--- config.mk ---
export PLATFORM = sky130hd
export DESIGN_NAME = counter_reload_ctrl
export DESIGN_NICKNAME = d
export VERILOG_FILES = /design/src/rtl/counter_pkg.sv /design/src/rtl/reload_fifo.sv /design/src/rtl/counter_reload_ctrl.sv
export SDC_FILE = /design/constraint.sdc
export NUM_CORES = 1
export LEC_CHECK = 0
export ABC_AREA = 1
export CAP_MARGIN = 5
export CORE_AREA = 4 4 54 66
export CTS_CLUSTER_SIZE = 10
export DETAILED_ROUTE_END_ITERATION = 7
export DIE_AREA = 0 0 58 70
export MAX_ROUTING_LAYER = met4
export PLACE_DENSITY = 0.77
export SLEW_MARGIN = 20
export SYNTH_ARGS = -nofsm -noshare
export SYNTH_HDL_FRONTEND = slang
export SYNTH_SLANG_ARGS = --single-unit
export TNS_END_PERCENT = 1
--- constraint.sdc ---
create_clock -name clk -period 3.3 [get_ports clk]
set_clock_uncertainty 0.15 [all_clocks]
set_input_delay 0.66 -clock clk [delete_from_list [all_inputs] [get_ports clk]]
set_output_delay 0.66 -clock clk [all_outputs]
set_load 0.01 [all_outputs]
--- src/rtl/counter_pkg.sv ---
// Shared constants for the 4-bit loadable counter and its reload controller.
package counter_pkg;

   localparam int              CNT_WIDTH    = 4;
   localparam logic [3:0]      TERMINAL_DEF = 4'hF;

   localparam logic [0:0]      IDLE = 1'b0;
   localparam logic [0:0]      RUN  = 1'b1;

endpackage

--- src/rtl/reload_fifo.sv ---
// First-word fall-through FIFO holding queued reload values; head reads 0 when empty.
module reload_fifo #(
   parameter  int WIDTH = 4,
   parameter  int DEPTH = 4,
   localparam int AW    = $clog2(DEPTH)
) (
   input  logic             clk,
   input  logic             rst,
   input  logic             flush,
   input  logic             push,
   input  logic [WIDTH-1:0] push_data,
   input  logic             pop,
   output logic [WIDTH-1:0] head,
   output logic             full,
   output logic             empty,
   output logic [AW:0]      level
);

   logic [AW:0]      wr_ptr_q, wr_ptr_d;
   logic [AW:0]      rd_ptr_q, rd_ptr_d;
   logic [AW:0]      level_q, level_d;
   logic [WIDTH-1:0] mem_q [DEPTH];
   logic [WIDTH-1:0] mem_d [DEPTH];
   logic             do_push, do_pop;

   // Extra wrap bit on each pointer distinguishes full from empty.
   assign empty = (wr_ptr_q == rd_ptr_q);
   assign full  = (wr_ptr_q[AW] != rd_ptr_q[AW]) &&
                  (wr_ptr_q[AW-1:0] == rd_ptr_q[AW-1:0]);
   assign head  = empty ? '0 : mem_q[rd_ptr_q[AW-1:0]];
   assign level = level_q;

   always_comb begin
      do_push  = push && !full && !flush;
      do_pop   = pop && !empty && !flush;
      mem_d    = mem_q;
      wr_ptr_d = wr_ptr_q;
      rd_ptr_d = rd_ptr_q;
      level_d  = level_q + (AW+1)'(do_push) - (AW+1)'(do_pop);
      if (do_push) begin
         mem_d[wr_ptr_q[AW-1:0]] = push_data;
         wr_ptr_d                = wr_ptr_q + 1'b1;
      end
      if (do_pop) rd_ptr_d = rd_ptr_q + 1'b1;
      if (flush) begin
         wr_ptr_d = '0;
         rd_ptr_d = '0;
         level_d  = '0;
      end
   end

   always_ff @(posedge clk) begin
      if (rst) begin
         wr_ptr_q <= '0;
         rd_ptr_q <= '0;
         level_q  <= '0;
         for (int i = 0; i < DEPTH; i++) mem_q[i] <= '0;
      end else begin
         wr_ptr_q <= wr_ptr_d;
         rd_ptr_q <= rd_ptr_d;
         level_q  <= level_d;
         mem_q    <= mem_d;
      end
   end

endmodule

--- src/rtl/counter_reload_ctrl.sv ---
// Load sequencer: replaces each terminal count of the up counter with the next queued value.
module counter_reload_ctrl
   import counter_pkg::*;
#(
   parameter int               WIDTH    = CNT_WIDTH,
   parameter int               DEPTH    = 4,
   parameter logic [WIDTH-1:0] TERMINAL = TERMINAL_DEF
) (
   input  logic                     clk,
   input  logic                     rst,
   input  logic                     flush,
   input  logic                     in_valid,
   input  logic [WIDTH-1:0]         in_data,
   output logic                     in_ready,
   input  logic [WIDTH-1:0]         count,
   output logic                     load,
   output logic [WIDTH-1:0]         d_in,
   output logic                     tc_pulse,
   output logic                     underrun,
   output logic [$clog2(DEPTH):0]   level
);

   logic [0:0]       state_q, state_d;
   logic             tc_q, tc_d;
   logic             underrun_q, underrun_d;
   logic             full, empty, at_term;
   logic [WIDTH-1:0] head;

   reload_fifo #(.WIDTH(WIDTH), .DEPTH(DEPTH)) u_fifo (
      .clk       (clk),
      .rst       (rst),
      .flush     (flush),
      .push      (in_valid && !full),
      .push_data (in_data),
      .pop       (load),
      .head      (head),
      .full      (full),
      .empty     (empty),
      .level     (level)
   );

   assign at_term  = (count == TERMINAL);
   assign in_ready = !full;
   assign d_in     = head;
   assign tc_pulse = tc_q;
   assign underrun = underrun_q;

   always_comb begin
      state_d    = state_q;
      load       = 1'b0;
      tc_d       = (state_q == RUN) && at_term;
      underrun_d = underrun_q | (tc_d && empty);
      if (flush) begin
         state_d = IDLE;
      end else if (state_q == IDLE) begin
         if (!empty) begin
            load    = 1'b1;
            state_d = RUN;
         end
      end else if (at_term) begin
         // Empty at terminal: let the counter wrap and wait for new data.
         if (!empty) load = 1'b1;
         else        state_d = IDLE;
      end
   end

   always_ff @(posedge clk) begin
      if (rst) begin
         state_q    <= IDLE;
         tc_q       <= 1'b0;
         underrun_q <= 1'b0;
      end else begin
         state_q    <= state_d;
         tc_q       <= tc_d;
         underrun_q <= underrun_d;
      end
   end

endmodule

* Yosys cells after proc, flatten, opt, wreduce, memory -nomap -nowiden
Index checks and enable logic that the tools add are counted.
** Cells by class
- Shift operators :: 0
- Divide/modulo/power cells :: 0
- Eq/ne operators :: 4
- Reductions and logical operators :: 13
- Mux-type cells :: 13
- $add $sub $neg :: 4
- Bitwise gates (word level) :: 3
- Order comparisons :: 3
- Multiply operators :: 0
** Operator list (number)
- 16-bit bitwise mux :: 1
- 4-bit two-way mux :: 4
- 1-bit logical AND :: 9
- 4-bit binary-select mux with 2-bit select :: 1
- 4-bit demux with 2-bit select :: 1
- 3-bit by 1-bit adder with 3-bit output, second input constant :: 2
- 3-bit >= comparator, second input constant :: 2
- 1-bit two-way mux :: 6
- 2-bit NOT with 3-bit output :: 2
- 4-bit == test, second input constant :: 1
- 3-bit by 1-bit adder with 3-bit output :: 1
- 3-bit == test :: 1
- 1-bit zero test :: 3
- 3-bit by 1-bit < comparator with 1-bit output, second input constant :: 1
- 3-bit by 1-bit subtractor with 3-bit output :: 1
- 2-bit == test :: 1
- 2-bit OR reduction :: 1
- 1-bit inequality test :: 1
- 1-bit bitwise OR :: 1
** Storage, ports and cells
- Bits in latches :: 0
- Memories :: 0
- Memory bits (writable) :: 0
- Output and inout bits :: 11
- Word-level logic and storage cells :: 50
- Bits in registers :: 28
- Bits in read-only memories :: 0
- Bits of input ports :: 12

* Logic depth before layout (Yosys ltp)
Gate-level depths: netlist of the first run.
- Word-level depth :: 8
- Depth in mapped cells :: 14
- Depth with buffers taken out :: 14

* Hierarchy
Synthesis of the first run repeated with hierarchy kept, for this count alone.
** Unflattened totals
- Cells, all modules :: 255
- Area, all modules :: 1661.6 um^2
** By module, submodules not included
- reload_fifo :: cells an instance 234, area each 1522.7 um^2, times used 1, seq. area each 500.5 um^2
- counter_reload_ctrl :: cells an instance 21, area each 138.9 um^2, times used 1, seq. area each 60.1 um^2

* Worst setup path after synthesis of the first run
No wires, ideal clock.
- Path type :: input to register
- Start point :: input port count[1]
- End point :: register u_fifo.level_q[2], in the netlist u_fifo.level[2]
- Arrival :: 2.542 ns
- Path buffers :: 0
- Cell stages on the path :: 14
- Path slack :: 0.538 ns
- Library setup time :: 0.070 ns
- Data required time :: 3.080 ns
- Cells stage by stage :: nand2_1 > nor2_1 > nor2_1 > nor2_1 > nand2_4 > inv_1 > ha_1 > inv_1 > ha_1 > inv_1 > fa_1 > xnor2_1 > or2_2 > a21oi_1
** Between the ends
- Longest elaborated chain between the ends :: 7
** Ends and longest elaborated chain
- from (decl) :: line counter_reload_ctrl.sv:15 : input logic [WIDTH-1:0] count,
- 4-bit == test :: line counter_reload_ctrl.sv:42 : assign at_term = (count == TERMINAL);
- 1-bit two-way mux :: line counter_reload_ctrl.sv:60 : end else if (at_term) begin
- 1-bit two-way mux :: line counter_reload_ctrl.sv:55 : end else if (state_q == IDLE) begin
- 1-bit two-way mux :: line counter_reload_ctrl.sv:53 : if (flush) begin
- 1-bit logical AND (2 in a row) :: line reload_fifo.sv:35 : do_pop = pop && !empty && !flush;
- net u_fifo.do_pop :: line reload_fifo.sv:24 : logic do_push, do_pop;
- 3-bit by 1-bit subtractor with 3-bit output :: line reload_fifo.sv:39 : level_d = level_q + (AW+1)'(do_push) - (AW+1)'(do_pop);
- to (signal assigned) :: line reload_fifo.sv:61 : level_q <= level_d;
- to (decl) :: line reload_fifo.sv:21 : logic [AW:0] level_q, level_d;
The timed path passes the listed nets, and every way through them passes these cells.
A chain may end at the register's enable or synchronous reset.

* Worst setup path after layout of the first run
- Start point :: input port count[1]
- End point :: output port load
** Between the ends
- Longest elaborated chain between the ends :: 4
** Ends and longest elaborated chain
- 4-bit == test :: line counter_reload_ctrl.sv:42
- 1-bit two-way mux :: line counter_reload_ctrl.sv:60
- 1-bit two-way mux :: line counter_reload_ctrl.sv:55
- 1-bit two-way mux :: line counter_reload_ctrl.sv:53
- to (decl) :: line counter_reload_ctrl.sv:16 : output logic load,
No other way between the ends.

==> results.yml, run 1 <==
setup_path:
  start_kind: "input pin"
  crit_type: "in -> out"
  slowest_stage: "clkdlybuf4s50_1"
  worstPathCellList: "clkdlybuf4s50_1 -> nand2_1 -> nor2_1 -> nor2_1 -> nor2_1 -> nand2_4 -> buf_4 -> inv_1 -> clkdlybuf4s50_1"
  rrSetupSlack_ns: 0.63
  timing.rr.start: "u_fifo.rd_ptr_q[0]$_SDFFE_PP0P_"
  path_max_fanout: 4
  r2r_cells: 14
  crit_path_end: "load"
  cpLargestDelayFamily: "buffers and inverters"
  worstReg2RegEnd: "u_fifo.level[2]$_SDFF_PP0_"
  path_buf_inv: 4
  crit_top_cell: "nor2_1"
  arrival_ns: 2.37
  end_kind: "primary output"
  cp-startpoint: "count[1]"
  cp.depth: 9
  required_ns: 2.49
  slowest_delay_ns: 0.53
synthesis:
  netlist_area_um2: 1530
  synth-edff-count: 0
  synth_top_cell_area_share_pct: 36.8
  yosys_warnings: 0
  synth_cell_types: 25
  synth.most_common_cell: "nand2_1"
  ys_top_cells_by_area: "dfxtp_1 (37%), nand2_1 (13%), nor2_1 (11%)"
  ys_top_cells_by_count: "nand2_1 (54), nor2_1 (44), inv_1 (34)"
  synthFlopType: "dfxtp_1"
  syn_inst: 217
  synth_seq_cells: 28
  async_reset_ff_share_pct: 0
  syn_avg_cell_area_um2: 7.03
  synth_top_area_cell: "dfxtp_1"
  ys_seq_area_share_pct: 36.8
  syn_nets: 237
placement:
  dp_hpwl_um: 2280
  place.gp.congestion: 0.774
  io_buffers: 22
power:
  internal_power_w: 0.000521
  switching_share_pct: 24.4
  power_density_nw_per_um2: 370
  seqPwrFrac_pct: 51.6
  p_switching_w: 0.000168
  pwr-share-comb_pct: 15.7
  leakage_nw: 0.909
  power_frac_clock_pct: 32.7
  ir_drop_uv: 272
routing:
  first_pass_iters: 4
  totalWireLength_um: 3140
  route.vias.total: 1347
  detail_route.wl_per_cell_um: 11.1
  drt-vias-per-instance: 4.78
  drcViolationCount: 0
  ant_nets: 0
  drt_iter0_markers: 38
clock_tree:
  clk_pin_slew_ns: 0.16
  cts_tree: "yes"
  cts.sinks: 28
  h-tree-depth: 1
  cts-root-buf: "clkbuf_4"
  cts_made_buffers: 3
  ctsHoldBuffers: 0
  clockBufferDepth: 2
  clk_latency_ns: 0.33
timing:
  worst_pin_slew_ns: 0.502
  min_period_ns: 3.18
  max_freq_mhz: 315
  drv_slew: 0
  rsz0062_at_grt: "false"
  post-route-period-util_pct: 96.4
  hold_viol: 0
  fin_hold_ws_ns: 0.325
  setup_viol: 0
  fin_setup_tns_ns: 0
  slew_headroom_pct: 66.3
global_route:
  grt_pass1_vias: 1354
  antenna_found_initial: 0
  grt_pass1_wl_um: 5590
  grt_overflow: 0
  grt_max_degree: 19
  grt.total_usage_pct: 17.5
outcome:
  status: "completed"
flow_run:
  cap_violations: 0
final_layout:
  num-nets-final: 267
  drive_gt1_share_pct: 9.35
  syn2layout_area_growth_pct: 22.1
  n_antenna_cell: 0
floorplanning:
  die_w_um: 58
  rows: 22
  dieHeight_um: 70
  dieArea_um2: 4060
  start_util_pct: 51.3
  core_um2: 2970
  io_pins: 23
min_path:
  hold_class: "reg -> reg"
worst min path at each step:
stage / start / end / depth (start not counted)
4_1_cts: underrun$_SDFF_PP0_ / underrun$_SDFF_PP0_ / 2
3_5_place_dp: underrun$_SDFF_PP0_ / underrun$_SDFF_PP0_ / 2
2_1_floorplan: state_q$_SDFF_PP0_ / tc_pulse$_SDFF_PP0_ / 2
6_report: underrun$_SDFF_PP0_ / underrun$_SDFF_PP0_ / 2
5_1_grt: state_q$_SDFF_PP0_ / tc_pulse$_SDFF_PP0_ / 2
3_3_place_gp: underrun$_SDFF_PP0_ / underrun$_SDFF_PP0_ / 2
placed cells by master (no fill, tap or decap), drive strengths merged, types with 2 or more instances in the layout:
master / Yosys / routed
a21oi: 13 / 13
nand2: 57 / 57
ha: 7 / 7
dfxtp: 28 / 28
clkbuf: 0 / 3
inv: 36 / 36
xor2: 2 / 2
nor2: 44 / 44
buf: 2 / 5
clkdlybuf4s50: 0 / 22
nand3: 4 / 4
o21ai: 13 / 13
nand4: 5 / 5
final cells by class:
type	count	area (um^2)
inverters	37	139
repair buffers	27	258
flip-flops and latches	28	562
well taps	36	45.0
clock buffers	3	22.5
clock inverters	1	30.0
fillers	277	1110
multi-input cells	150	807
state kept, by name, summed over array words and instances, names as in the netlist:
name,cells
state_q,1
tc_pulse,1
underrun,1
u_fifo.mem_q,16
u_fifo.level,3
u_fifo.wr_ptr_q,3
u_fifo.rd_ptr_q,3
through the flow:
| stage | cells | instance area, um^2 | total power (W) | util, % | setup WS [ns] |
|---|---|---|---|---|---|
| 6_report | 282 | 1860 | 0.000689 | 62.7 | 0.120 |
| 3_5_place_dp | 278 | 1810 | 0.000471 | 60.9 | 0.00470 |
| 5_1_grt | 282 | 1860 | 0.000724 | 62.7 | 0.0406 |
| 2_1_floorplan | 217 | 1530 | 0.000424 | - | 0.538 |
| 4_1_cts | 282 | 1860 | 0.000695 | 62.6 | 0.117 |
| 3_3_place_gp | 278 | 1810 | 0.000469 | 60.9 | 0.0577 |
what timing repair did:
item                                    4_1_cts  5_1_grt
gates resized for setup                       0        1
setup buffers                                 0        0
endpoints found under the setup margin        0        1
power groups by stage:
stage | combinational, W | clock (W) | sequential (W)
6_report | 0.000108 | 0.000225 | 0.000356
5_1_grt | 0.000123 | 0.000243 | 0.000358
4_1_cts | 0.000110 | 0.000229 | 0.000356
3_5_place_dp | 0.000108 | 0 | 0.000363
3_3_place_gp | 0.000107 | 0 | 0.000363
2_1_floorplan | 0.0000619 | 0 | 0.000362
logic make-up after synthesis:
kind of cell	synth area share (%)
DFF	36.8
AOI/OAI and AO/OA	8.78
adders and majority gates	7.05
xor gates and xnor gates	1.72
buffers and inverters	10.3
and+or+nand+nor	35.4
metal layers:
metal | GRT usage [%] | part of all wire (%)
met1 | 20.5 | 45
met2 | 30.3 | 52
met3 | 1.66 | 2.4
met4 | 6.70 | 0.67
met5 | - | 0
tightest hold or removal path: cells and delay by family (launching register included):
| family | cells | cell delay [ns] |
|---|---|---|
| flops | 1 | 0.36 |
| compound gates | 1 | 0.05 |
| simple gates | 1 | 0.05 |
No activity file was read; power rests on OpenSTA's default activity.
==> inputs of run 2 (changes only) <==
--- a/config.mk
+++ b/config.mk
@@ -7,12 +7,11 @@
 export LEC_CHECK = 0
 export ABC_AREA = 1
 export CAP_MARGIN = 5
-export CORE_AREA = 4 4 54 66
+export CORE_AREA = 4 4 62 75
 export CTS_CLUSTER_SIZE = 10
 export DETAILED_ROUTE_END_ITERATION = 7
-export DIE_AREA = 0 0 58 70
+export DIE_AREA = 0 0 66 79
 export MAX_ROUTING_LAYER = met4
-export PLACE_DENSITY = 0.77
 export SLEW_MARGIN = 20
 export SYNTH_ARGS = -nofsm -noshare
 export SYNTH_HDL_FRONTEND = slang
==> run 2 against run 1 <==
  * Register-to-register slack got worse by 0.15 ns
  * Largest cell class unchanged
  * Die area grew 28%
  * Power is 6.5% higher
  * Final cell count grew 6.7%
  * Design area is 2.6% higher
  * Non-clock buffer count increased by 1
  * Hold slack got worse by 0.0026 ns
==> results.yml, run 2 (same netlist as run 1, synthesis figures left out) <==
outcome:
  status: "completed"
global_route:
  grt_max_degree: 19
  antenna_found_initial: 0
  grt.total_usage_pct: 13.1
  grt_overflow: 0
  grt_pass1_wl_um: 5260
  grt_pass1_vias: 1169
setup_path:
  cpLargestDelayFamily: "buffers and inverters"
  required_ns: 2.49
  start_kind: "input pin"
  slowest_delay_ns: 0.52
  worstPathCellList: "clkdlybuf4s50_1 -> nand2_1 -> nor2_1 -> nor2_1 -> nor2_1 -> nand2_4 -> buf_4 -> inv_1 -> clkdlybuf4s50_1"
  cp-startpoint: "count[1]"
  path_max_fanout: 4
  slowest_stage: "clkdlybuf4s50_1"
  path_buf_inv: 4
  end_kind: "primary output"
  crit_top_cell: "nor2_1"
  crit_type: "in -> out"
  arrival_ns: 2.38
  timing.rr.start: "u_fifo.rd_ptr_q[0]$_SDFFE_PP0P_"
floorplanning:
  die_w_um: 66
  start_util_pct: 39.0
  core_um2: 3910
  io_pins: 23
  dieArea_um2: 5210
  rows: 25
  dieHeight_um: 79
clock_tree:
  clk_pin_slew_ns: 0.10
  cts-root-buf: "clkbuf_8"
  clk_latency_ns: 0.28
  post_cts_buffers: 0
  clockBufferDepth: 2
  h-tree-depth: 1
  cts.sinks: 28
  cts_resized: 0
  cts_tree: "yes"
  cts_made_buffers: 3
  ctsHoldBuffers: 0
timing:
  worst_pin_slew_ns: 0.520
  max_freq_mhz: 314
  fin_ws_ns: 0.114
  fin_setup_tns_ns: 0
  min_period_ns: 3.19
  rsz0062_at_grt: "false"
  slew_headroom_pct: 65.1
  post-route-period-util_pct: 96.6
  hold_viol: 0
  drv_slew: 0
  setup_viol: 0
final_layout:
  top_register: "u_fifo.mem_q"
  mostFrequentLayoutCells: "nand2_1 (54), nor2_1 (44), inv_1 (34)"
  drive_gt1_share_pct: 9.31
  fin_area_um2: 1910
  largest_reg_flops: 16
  final_common_cell: "nand2_1"
  syn2layout_area_growth_pct: 25.3
  n_antenna_cell: 0
  num-nets-final: 268
placement:
  dp_hpwl_um: 2370
  place.gp.congestion: 0.742
  io_buffers: 22
  pre_cts_slack_ns: -0.00479
  dpl_cell_area_um2: 1840
routing:
  totalWireLength_um: 3160
  first_pass_iters: 4
  route.vias.total: 1313
  drt-vias-per-instance: 4.36
  detail_route.wl_per_cell_um: 10.5
  drcViolationCount: 0
  ant_nets: 0
  drt_iter0_markers: 54
power:
  power_density_nw_per_um2: 384
  leakage_nw: 0.921
  ir_drop_uv: 179
min_path:
  hold_start: "state_q$_SDFF_PP0_"
  hold_class: "reg -> reg"
flow_run:
  cap_violations: 0
[run 2: path summary, 6_finish.rpt]
check                               endpoint  slack, ns  depth (start not counted)
setup / recovery                        load       0.11                          9
hold / removal           tc_pulse$_SDFF_PP0_       0.32                          2
setup reg to reg  u_fifo.level[2]$_SDFF_PP0_       0.48                         14
hold reg to reg          tc_pulse$_SDFF_PP0_       0.32                          2
[run 2: area by class of cell]
class / instances / area (um^2)
inverters: 37 / 139
flip-flops and latches: 28 / 561
clock inverters: 1 / 30.0
multi-input cells: 150 / 807
fillers: 411 / 2000
well taps: 54 / 67.6
clock buffers: 3 / 41.3
repair buffers: 28 / 265
[run 2: per-layer routing]
layer	GRT usage [%]	vias up	wire length, um
met3	1.56	4	78
met2	22.9	18	1590
met1	16.0	568	1460
met5	-	-	0
met4	3.05	0	31
li1	-	723	-
[run 2: tightest hold or removal path: cells and delay by family, from the launching register on]
| kind | cells | cell delay, ns |
|---|---|---|
| and+or+nand+nor | 1 | 0.05 |
| DFF | 1 | 0.32 |
| buffers and inverters | 1 | 0.06 |
[run 2: report_power, final]
| part | internal, W | leakage [nW] | switching (W) |
|---|---|---|---|
| clock | 0.000162 | 0.0357 | 0.000109 |
| sequential | 0.000348 | 0.227 | 0.00000718 |
| combinational | 0.0000499 | 0.659 | 0.0000578 |
| total | 0.000560 | 0.921 | 0.000174 |
[run 2: metrics by stage]
| stage | hold slack [ns] | util [%] | instances | power [W] |
|---|---|---|---|---|
| CTS | 0.327 | 48.9 | 301 | 0.000743 |
| finish | 0.322 | 48.9 | 301 | 0.000734 |
| detailed placement | 0.307 | 47.0 | 297 | 0.000472 |
| floorplan | 0.287 | - | 217 | 0.000424 |
| global placement | 0.303 | 47.0 | 297 | 0.000471 |
| global route | 0.369 | 48.9 | 301 | 0.000769 |
